`src/rtl/fir_pkg.sv`:
```
// fir_pkg: shared widths, FSM state encoding and accumulator sizing for the serial FIR stage.
package fir_pkg;
  localparam int DW = 4;
  localparam int PW = 8;
  typedef enum logic [1:0] {IDLE = 2'd0, MAC = 2'd1, OUT = 2'd2} state_t;
  function automatic int acc_w(input int ntaps);
    return 2 * DW + $clog2(ntaps);
  endfunction
endpackage

```
`src/rtl/fir_serial_mac_if.sv`:
```
// fir_serial_mac_if: sample input, coefficient write and result output handshakes.
interface fir_serial_mac_if
  import fir_pkg::*;
#(parameter int NTAPS = 4);
  localparam int AW = $clog2(NTAPS);
  localparam int ACCW = acc_w(NTAPS);
  logic in_valid, in_ready;
  logic signed [DW-1:0] in_data;
  logic coef_we;
  logic [AW-1:0] coef_addr;
  logic signed [DW-1:0] coef_data;
  logic out_valid, out_ready;
  logic signed [ACCW-1:0] out_data;
  modport master (output in_valid, in_data, coef_we, coef_addr, coef_data, out_ready,
                  input in_ready, out_valid, out_data);
  modport slave (input in_valid, in_data, coef_we, coef_addr, coef_data, out_ready,
                 output in_ready, out_valid, out_data);
endinterface

```
`src/rtl/baugh_wooley_multiplier.sv`:
```
// baugh_wooley_multiplier: combinational 4x4 signed multiplier with an 8-bit two's-complement product.
module baugh_wooley_multiplier (
  input  logic signed [3:0] a,
  input  logic signed [3:0] b,
  output logic signed [7:0] p
);
  // Partial products touching exactly one sign bit are inverted; 0x90 restores the bias.
  always_comb begin
    p = 8'h90;
    for (int i = 0; i < 4; i++)
      for (int j = 0; j < 4; j++)
        p = p + (8'(((i == 3) != (j == 3)) ^ (a[i] & b[j])) << (i + j));
  end
endmodule

```
`src/rtl/fir_serial_mac.sv`:
```
// fir_serial_mac: time-multiplexed FIR stage, one tap product per cycle through a shared multiplier.
module fir_serial_mac
  import fir_pkg::*;
#(parameter int NTAPS = 4) (
  input  logic clk,
  input  logic rst_n,
  input  logic clr,
  output logic busy,
  fir_serial_mac_if.slave bus
);
  localparam int AW = $clog2(NTAPS);
  localparam int ACCW = acc_w(NTAPS);
  localparam logic [AW-1:0] LAST = AW'(NTAPS - 1);
  state_t state;
  logic signed [DW-1:0] x [NTAPS];
  logic signed [DW-1:0] h [NTAPS];
  logic signed [ACCW-1:0] acc, sum;
  logic signed [PW-1:0] prod;
  logic [AW-1:0] idx;
  assign bus.in_ready = state == IDLE;
  assign busy = state != IDLE;
  baugh_wooley_multiplier mul (.a(x[idx]), .b(h[idx]), .p(prod));
  assign sum = acc + {{(ACCW-PW){prod[PW-1]}}, prod};
  always_ff @(posedge clk or negedge rst_n) begin
    if (!rst_n) begin
      state <= IDLE;
      for (int k = 0; k < NTAPS; k++) begin
        x[k] <= '0;
        h[k] <= '0;
      end
      acc <= '0;
      idx <= '0;
      bus.out_valid <= 1'b0;
      bus.out_data <= '0;
    end else if (clr) begin
      state <= IDLE;
      for (int k = 0; k < NTAPS; k++) x[k] <= '0;
      acc <= '0;
      idx <= '0;
      bus.out_valid <= 1'b0;
    end else begin
      case (state)
        IDLE: begin
          if (bus.coef_we && int'(bus.coef_addr) < NTAPS) h[bus.coef_addr] <= bus.coef_data;
          if (bus.in_valid) begin
            x[0] <= bus.in_data;
            for (int k = 1; k < NTAPS; k++) x[k] <= x[k-1];
            acc <= '0;
            idx <= '0;
            state <= MAC;
          end
        end
        MAC: begin
          acc <= sum;
          idx <= idx + 1'b1;
          if (idx == LAST) begin
            bus.out_data <= sum;
            bus.out_valid <= 1'b1;
            state <= OUT;
          end
        end
        OUT: begin
          if (bus.out_ready) begin
            bus.out_valid <= 1'b0;
            state <= IDLE;
          end
        end
        default: state <= IDLE;
      endcase
    end
  end
endmodule

```
`src/flat_wrapper.sv`:
```
// flat-port wrapper written by rule: the top's interface ports become plain ports
module fir_serial_mac_flat import fir_pkg::*;
#(parameter int NTAPS = 4)
  (clk, rst_n, clr, busy, bus_in_valid, bus_in_data, bus_coef_we, bus_coef_addr, bus_coef_data, bus_out_ready, bus_in_ready, bus_out_valid, bus_out_data);
  fir_serial_mac_if #(.NTAPS(NTAPS)) bus_i ();
  input  logic clk;
  input  logic rst_n;
  input  logic clr;
  output logic busy;
  input wire logic [$bits(bus_i.in_valid)-1:0] bus_in_valid;
  input wire logic [$bits(bus_i.in_data)-1:0] bus_in_data;
  input wire logic [$bits(bus_i.coef_we)-1:0] bus_coef_we;
  input wire logic [$bits(bus_i.coef_addr)-1:0] bus_coef_addr;
  input wire logic [$bits(bus_i.coef_data)-1:0] bus_coef_data;
  input wire logic [$bits(bus_i.out_ready)-1:0] bus_out_ready;
  output wire logic [$bits(bus_i.in_ready)-1:0] bus_in_ready;
  output wire logic [$bits(bus_i.out_valid)-1:0] bus_out_valid;
  output wire logic [$bits(bus_i.out_data)-1:0] bus_out_data;
  assign bus_i.in_valid = bus_in_valid;
  assign bus_i.in_data = bus_in_data;
  assign bus_i.coef_we = bus_coef_we;
  assign bus_i.coef_addr = bus_coef_addr;
  assign bus_i.coef_data = bus_coef_data;
  assign bus_i.out_ready = bus_out_ready;
  assign bus_in_ready = bus_i.in_ready;
  assign bus_out_valid = bus_i.out_valid;
  assign bus_out_data = bus_i.out_data;
  fir_serial_mac #(.NTAPS(NTAPS)) u_core (.clk(clk), .rst_n(rst_n), .clr(clr), .busy(busy), .bus(bus_i));
endmodule
```
`config.mk`:
```
export PLATFORM = sky130hd
export DESIGN_NAME = fir_serial_mac_flat
export DESIGN_NICKNAME = d
export VERILOG_FILES = /design/src/rtl/fir_pkg.sv /design/src/rtl/fir_serial_mac_if.sv /design/src/rtl/baugh_wooley_multiplier.sv /design/src/rtl/fir_serial_mac.sv /design/src/flat_wrapper.sv
export SDC_FILE = /design/constraint.sdc
export NUM_CORES = 1
export LEC_CHECK = 0
export CAP_MARGIN = 25
export CORE_ASPECT_RATIO = 0.7
export CORE_UTILIZATION = 50
export DETAILED_ROUTE_END_ITERATION = 6
export GPL_ROUTABILITY_DRIVEN = 0
export PLACE_DENSITY = 0.73
export RECOVER_POWER = 25
export SYNTH_ARGS = -nofsm -noshare
export SYNTH_HDL_FRONTEND = slang
export SYNTH_SLANG_ARGS = --single-unit
```
`constraint.sdc`:
```
create_clock -name clk -period 7.3 [get_ports clk]
set_clock_uncertainty 0.2 [all_clocks]
set_input_delay 1.46 -clock clk [delete_from_list [all_inputs] [get_ports clk]]
set_output_delay 1.46 -clock clk [all_outputs]
set_load 0.005 [all_outputs]
```
### Yosys cells after proc, flatten, opt, wreduce, memory -nomap -nowiden

Cells that the tools add are included.

| word-level totals | value |
|---|---|
| register bits | 57 |
| bits of input ports | 16 |
| output and inout bits | 13 |

| operators by class | value |
|---|---|
| $add $sub $neg | 18 |
| magnitude comparators | 3 |
| eq/ne operators | 6 |
| multiplexer cells | 27 |
| bitwise gates (word level) | 25 |
| reductions and logical operators | 13 |

Operator list:

| kind | number |
|---|---|
| $add 8x8->8 | 6 |
| $mux 16 | 3 |
| $add 8x3->8 | 3 |
| $mux 10 | 2 |
| $mux 4 | 5 |
| $pmux 10 s2 | 1 |
| $add 8x2->8 | 2 |
| $add 8x4->8 | 2 |
| $and 1x1->1 | 16 |
| $bmux 4 s2 | 2 |
| $bwmux 16 | 1 |
| $mux 2 | 6 |
| $reduce_and 3->1 | 4 |
| $add 10x10->10 | 1 |
| $add 8x5->8 | 1 |
| $add 8x6->8 | 1 |
| $add 8x8->8 const A | 1 |
| $demux 4 s2 | 1 |
| $not 1->1 | 7 |
| $ge 3x3->1 const B | 2 |
| $ne 3x3->1 const B | 2 |
| $not 2->3 | 2 |
| $pmux 2 s3 | 1 |
| $reduce_bool 2->1 | 3 |
| 12 further kinds | 17 |

### Longest topological paths before layout

| depth | value |
|---|---|
| depth after elaboration | 24 |
| depth in mapped cells | 19 |
| mapped depth without buffers | 18 |

### Cells and area by module

From an unflattened synthesis, not the netlist that was laid out.

| second synthesis, totals | value |
|---|---|
| cells, all modules | 323 |
| area total of the unflattened synthesis | 3288.2 µm² |

By module, submodules not included:

| module | instances | cells each | area each (µm²) | seq. area each (µm²) |
|---|---|---|---|---|
| fir_serial_mac | 1 | 279 | 2905.3 | 1426.4 |
| baugh_wooley_multiplier | 1 | 44 | 382.9 | 0.0 |

### Least setup slack after synthesis

Ideal clock, no wire load.

| path | value |
|---|---|
| kind | reg-to-reg |
| start | reg u_core.idx[0] |
| end | reg u_core.acc[9] |
| arrival time | 4867 ps |
| data required time | 7005 ps |
| path slack | 2138 ps |
| stages on the path, launching flop included | 20 |
| path buffers | 1 |
| path through | dfrtp_1 -> buf_2 -> mux4_2 -> and2_1 -> fa_1 -> inv_1 -> fa_1 -> inv_1 -> ha_1 -> fa_1 -> a21o_1 -> a21oi_2 -> xnor2_1 -> inv_1 -> ha_1 -> a21oi_1 -> o21ai_0 -> or3_1 -> and2_0 -> o31ai_1 |

| between the ends | value |
|---|---|
| longest elaborated chain between the ends | 24 |

Ends and longest elaborated chain:

| element | line | text |
|---|---|---|
| from (decl) | fir_serial_mac.sv:19 | `logic [AW-1:0] idx;` |
| from (signal assigned) | fir_serial_mac.sv:55 | `idx <= idx + 1'b1;` |
| $not 2->3 (implied by the code) * | fir_serial_mac.sv:22 | `baugh_wooley_multiplier mul (.a(x[idx]), .b(h[idx]), .p(prod));` |
| $bmux 4 s2 | fir_serial_mac.sv:22 |  |
| $mux 4 (implied by the code) (2 in series) | fir_serial_mac.sv:22 |  |
| $and 1x1->1 | baugh_wooley_multiplier.sv:12 | `p = p + (8'(((i == 3) != (j == 3)) ^ (a[i] & b[j])) << (i + j));` |
| $add 8x8->8 | baugh_wooley_multiplier.sv:12 |  |
| $add 8x2->8 | baugh_wooley_multiplier.sv:12 |  |
| $add 8x3->8 | baugh_wooley_multiplier.sv:12 |  |
| $add 8x4->8 | baugh_wooley_multiplier.sv:12 |  |
| [... 4 more ...] | - |  |
| $add 8x3->8 | baugh_wooley_multiplier.sv:12 |  |
| $add 8x8->8 (2 in series) | baugh_wooley_multiplier.sv:12 |  |
| $add 8x6->8 | baugh_wooley_multiplier.sv:12 |  |
| $add 8x8->8 (3 in series) | baugh_wooley_multiplier.sv:12 |  |
| $add 8x8->8 * | baugh_wooley_multiplier.sv:12 |  |
| $add 10x10->10 * | fir_serial_mac.sv:23 | `assign sum = acc + {{(ACCW-PW){prod[PW-1]}}, prod};` |
| $pmux 10 s2 * | fir_serial_mac.sv:42 | `case (state)` |
| $mux 10 * | fir_serial_mac.sv:35 | `end else if (clr) begin` |
| to (signal assigned) | fir_serial_mac.sv:54 | `acc <= sum;` |
| to (decl) | fir_serial_mac.sv:17 | `logic signed [ACCW-1:0] acc, sum;` |

Mark *: on every way between the ends. The rest lies on a longest branch, timed or not. The select of a mux whose other input is x is not followed.
A chain may end at the register's enable or synchronous reset.

### Final worst setup path

Ends and elaborated chain as after synthesis.

==> run metrics <==
number of rows created at floorplan=23; worst skew pair latency=0.33 ns; Comb pwr share=0.269; clock transition at the registers of the reported paths=0.06 ns; library cells used by synthesis=39; width of the die=96.5 um; CP max FO=11; class of the tightest hold or removal check=flip-flop to flip-flop; setup slack of the most critical reg-to-reg path=1.73 ns; kind of start point of the critical path=flip-flop; count leader, synth=sky130_fd_sc_hd__dfrtp_1; CTS buffer count=9; first-pass GRT wire length=10.1 mm; share of total power consumed by net switching=0.291; top-level I/O count=29; status=complete, but fails checks; max-capacitance violation count=1; cell area after placement=3480 sq um; total of warnings raised by yosys=0; area fraction of the dominant cell type after synthesis=0.457; Worst-Margin Slew=2.97 ns; area of all placed cells without fillers=3680 sq um; number of gates resized after cts=0; CTS tree=built; mean instance size in the synthesized netlist=11.5 sq um; DRC violation count after routing=0; total area of sequential cells=1430 sq um; pin count of the biggest net entering global routing=58; sequence of cells on the critical path=mux4_2 -> and2_1 -> fa_1 -> inv_1 -> fa_1 -> inv_1 -> ha_1 -> fa_1 -> a21o_1 -> a21oi_2 -> xnor2_1 -> inv_1 -> ha_1 -> a21oi_1 -> o21ai_0 -> or3_1 -> and2_0 -> o31ai_1; count of H-tree levels built during CTS=3; layout cell share with drive strength beyond 1=0.158; combined area of all synthesized cells=3120 sq um; Detailed Route WL=5.94 mm; CTS sink cnt=57; sequential area share after synthesis=0.457; vias in the first global route=2,100; 1st-iter DRT viols=114; hold worst-path end=u_core.bus.out_data[0]; number of pins exceeding their max-slew limit in the final report=58; path depth of the worst reg2reg path=18; number of routed nets with antenna violations=0; IR drop worst, VDD=0.000110 V; initial antenna violation count=0; Clk network pwr share=0.333; predominant post-synthesis flop cell=sky130_fd_sc_hd__dfrtp_1; detailed-router iteration count before antenna repair=4; total power divided by cell area=257 nW/um^2; cell types with the largest area share after synthesis=sky130_fd_sc_hd__dfrtp_1 (46%), sky130_fd_sc_hd__ha_1 (8.0%), sky130_fd_sc_hd__mux2_2 (6.5%), sky130_fd_sc_hd__mux4_2 (5.8%), sky130_fd_sc_hd__a22o_1 (5.6%); worst relative slew slack=-0.979; internal power contribution=672 uW; root buffer cell=sky130_fd_sc_hd__clkbuf_8; worst endpoint data arrival time=5.61 ns; starting density of the core=0.532; area leader, netlist=sky130_fd_sc_hd__dfrtp_1; net count of the mapped netlist=314; Async SR Flop Fraction=1.00; failing checks=max-capacitance violations, max-slew violations; count of placed standard cells in the final layout, fillers left out=385; Crit path largest cell delay=0.69 ns; final hold viol count=0; final setup violating endpoints=0; Post-synth EDFFs=0; startpoint of the lowest-slack register-to-register path=u_core.idx[0]; kind of end point of the critical path=flip-flop; number of nets at the end of the flow=347; area taken by multi-input logic gates=1610 sq um; Die H=68.1 um; Hold Buf Count CTS=0; routed wirelength normalized by instance count=15.4 um; switching power=276 uW; synth cell count leaders=sky130_fd_sc_hd__dfrtp_1 (57), sky130_fd_sc_hd__nand2_1 (33), sky130_fd_sc_hd__a22o_1 (20), sky130_fd_sc_hd__ha_1 (20), sky130_fd_sc_hd__mux2_2 (18); CTS Buffer Depth=2; area added between synthesis and finish=17.9%; part of the power in registers=0.398; die area=6570 sq um; count of mapped cells out of synthesis=272; DR vias=2,177; fill cell count=478; source of the worst hold timing path=u_core.bus.out_data[0]; Crit Path Class=flip-flop to flip-flop; unrepaired setup endpoints after global routing=no; detailed placer's ending HPWL=4.37 mm; maximum achievable frequency=179 MHz; cell leakage power=0.00172 uW; Min Clock Period, post-route=5.57 ns; master of the slowest instance on the critical path=sky130_fd_sc_hd__dfrtp_1; flop and latch count out of synthesis=57; Core Box Area=5870 sq um; number of cells on the worst hold path=2; count of buffers inserted at the top-level ports=28; final period utilization=0.763; Setup Buffers After CTS=0; total grt overflow=0; DR vias/cell=5.65; number of placed instances with taps included=369; antenna diode instance count=0; Worst R2R End=u_core.acc[9]; endpoint required time on the critical path=7.34 ns; Setup TNS=0 ns; Tot GR Track Use=0.215
stage by stage:
stage	power, uW	util	hold WS (ns)	worst slack, ns
2_1_floorplan	569	-	0.256	2.14
3_3_place_gp	628	0.591	0.262	1.87
3_5_place_dp	637	0.592	0.265	1.69
4_1_cts	954	0.628	0.280	1.71
5_1_grt	1010	0.627	0.309	1.37
6_report	948	0.627	0.274	1.73
worst max-delay path, delay by kind of cell (launching register included):
kind	cells	cell delay, ns
muxes	1	0.62
DFF	1	0.69
adders and majority gates	5	1.99
AOI/OAI and AO/OA	5	0.82
buffers and inverters	3	0.22
and+or+nand+nor	3	0.70
xor gates and xnor gates	1	0.21
kinds of logic after synthesis:
kind of cell | share of synthesized area
DFF | 0.457
and+or+nand+nor | 0.105
AOI/OAI and AO/OA | 0.135
buffers and inverters | 0.0280
muxes | 0.123
adders and majority gates | 0.119
xor gates and xnor gates | 0.0336
how the worst max path moves through the flow:
stage | from | end | slack [ns] | cells after the start
floorplan | u_core.idx[0] | u_core.acc[9] | 2.14 | 19
global placement | u_core.idx[0] | u_core.acc[9] | 1.87 | 18
detailed placement | u_core.idx[0] | u_core.acc[9] | 1.69 | 18
CTS | u_core.idx[0] | u_core.bus.out_data[9] | 1.71 | 18
global route | u_core.idx[0] | u_core.acc[9] | 1.37 | 18
finish | u_core.idx[0] | u_core.acc[9] | 1.73 | 18
layer usage:
layer / wire [um] / up-vias / GRT usage / share of wire
li1: - / 1043 / - / -
met1: 3130 / 1070 / 0.323 / 0.53
met2: 2470 / 57 / 0.297 / 0.42
met3: 281 / 7 / 0.0600 / 0.047
met4: 54 / 0 / 0.0772 / 0.0091
met5: 0 / - / 0 / 0
cell type report:
type | instances | share of cell area
clock buffers | 10 | 0.0346
clock inverters | 6 | 0.0224
inverters | 15 | 0.0153
multi-input cells | 192 | 0.437
flip-flops and latches | 57 | 0.387
well taps | 75 | 0.0255
repair buffers | 30 | 0.0778
layout by cell type, fill, tap and decap left out, types with 4 or more instances in the layout:
cell | synthesis | routed
sky130_fd_sc_hd__a21o_1 | 4 | 4
sky130_fd_sc_hd__a21oi_1 | 9 | 9
sky130_fd_sc_hd__a22o_1 | 20 | 20
sky130_fd_sc_hd__and2_1 | 11 | 11
sky130_fd_sc_hd__clkbuf_8 | 0 | 9
sky130_fd_sc_hd__clkdlybuf4s50_1 | 0 | 27
sky130_fd_sc_hd__dfrtp_1 | 57 | 57
sky130_fd_sc_hd__fa_1 | 6 | 6
sky130_fd_sc_hd__ha_1 | 20 | 20
sky130_fd_sc_hd__inv_1 | 15 | 15
sky130_fd_sc_hd__mux2_2 | 18 | 18
sky130_fd_sc_hd__mux4_2 | 8 | 8
sky130_fd_sc_hd__nand2_1 | 33 | 33
sky130_fd_sc_hd__nor2_1 | 9 | 9
sky130_fd_sc_hd__o21ai_0 | 16 | 16
sky130_fd_sc_hd__xnor2_1 | 4 | 4
sky130_fd_sc_hd__xor2_1 | 5 | 5
power by group through the flow:
stage | Sequential [uW] | Clock (uW) | Combinational (uW)
2_1_floorplan | 373 | 0 | 196
3_3_place_gp | 382 | 0 | 246
3_5_place_dp | 382 | 0 | 255
4_1_cts | 377 | 322 | 255
5_1_grt | 383 | 338 | 284
6_report | 377 | 315 | 255
sequential cells by signal, indices dropped and copies added, names as in the netlist:
signal                count
u_core.idx                2
u_core.x                 16
u_core.state              2
u_core.h                 16
u_core.acc               10
u_core.bus.out_valid      1
u_core.bus.out_data      10
No activity file was read; power rests on OpenSTA's default activity.
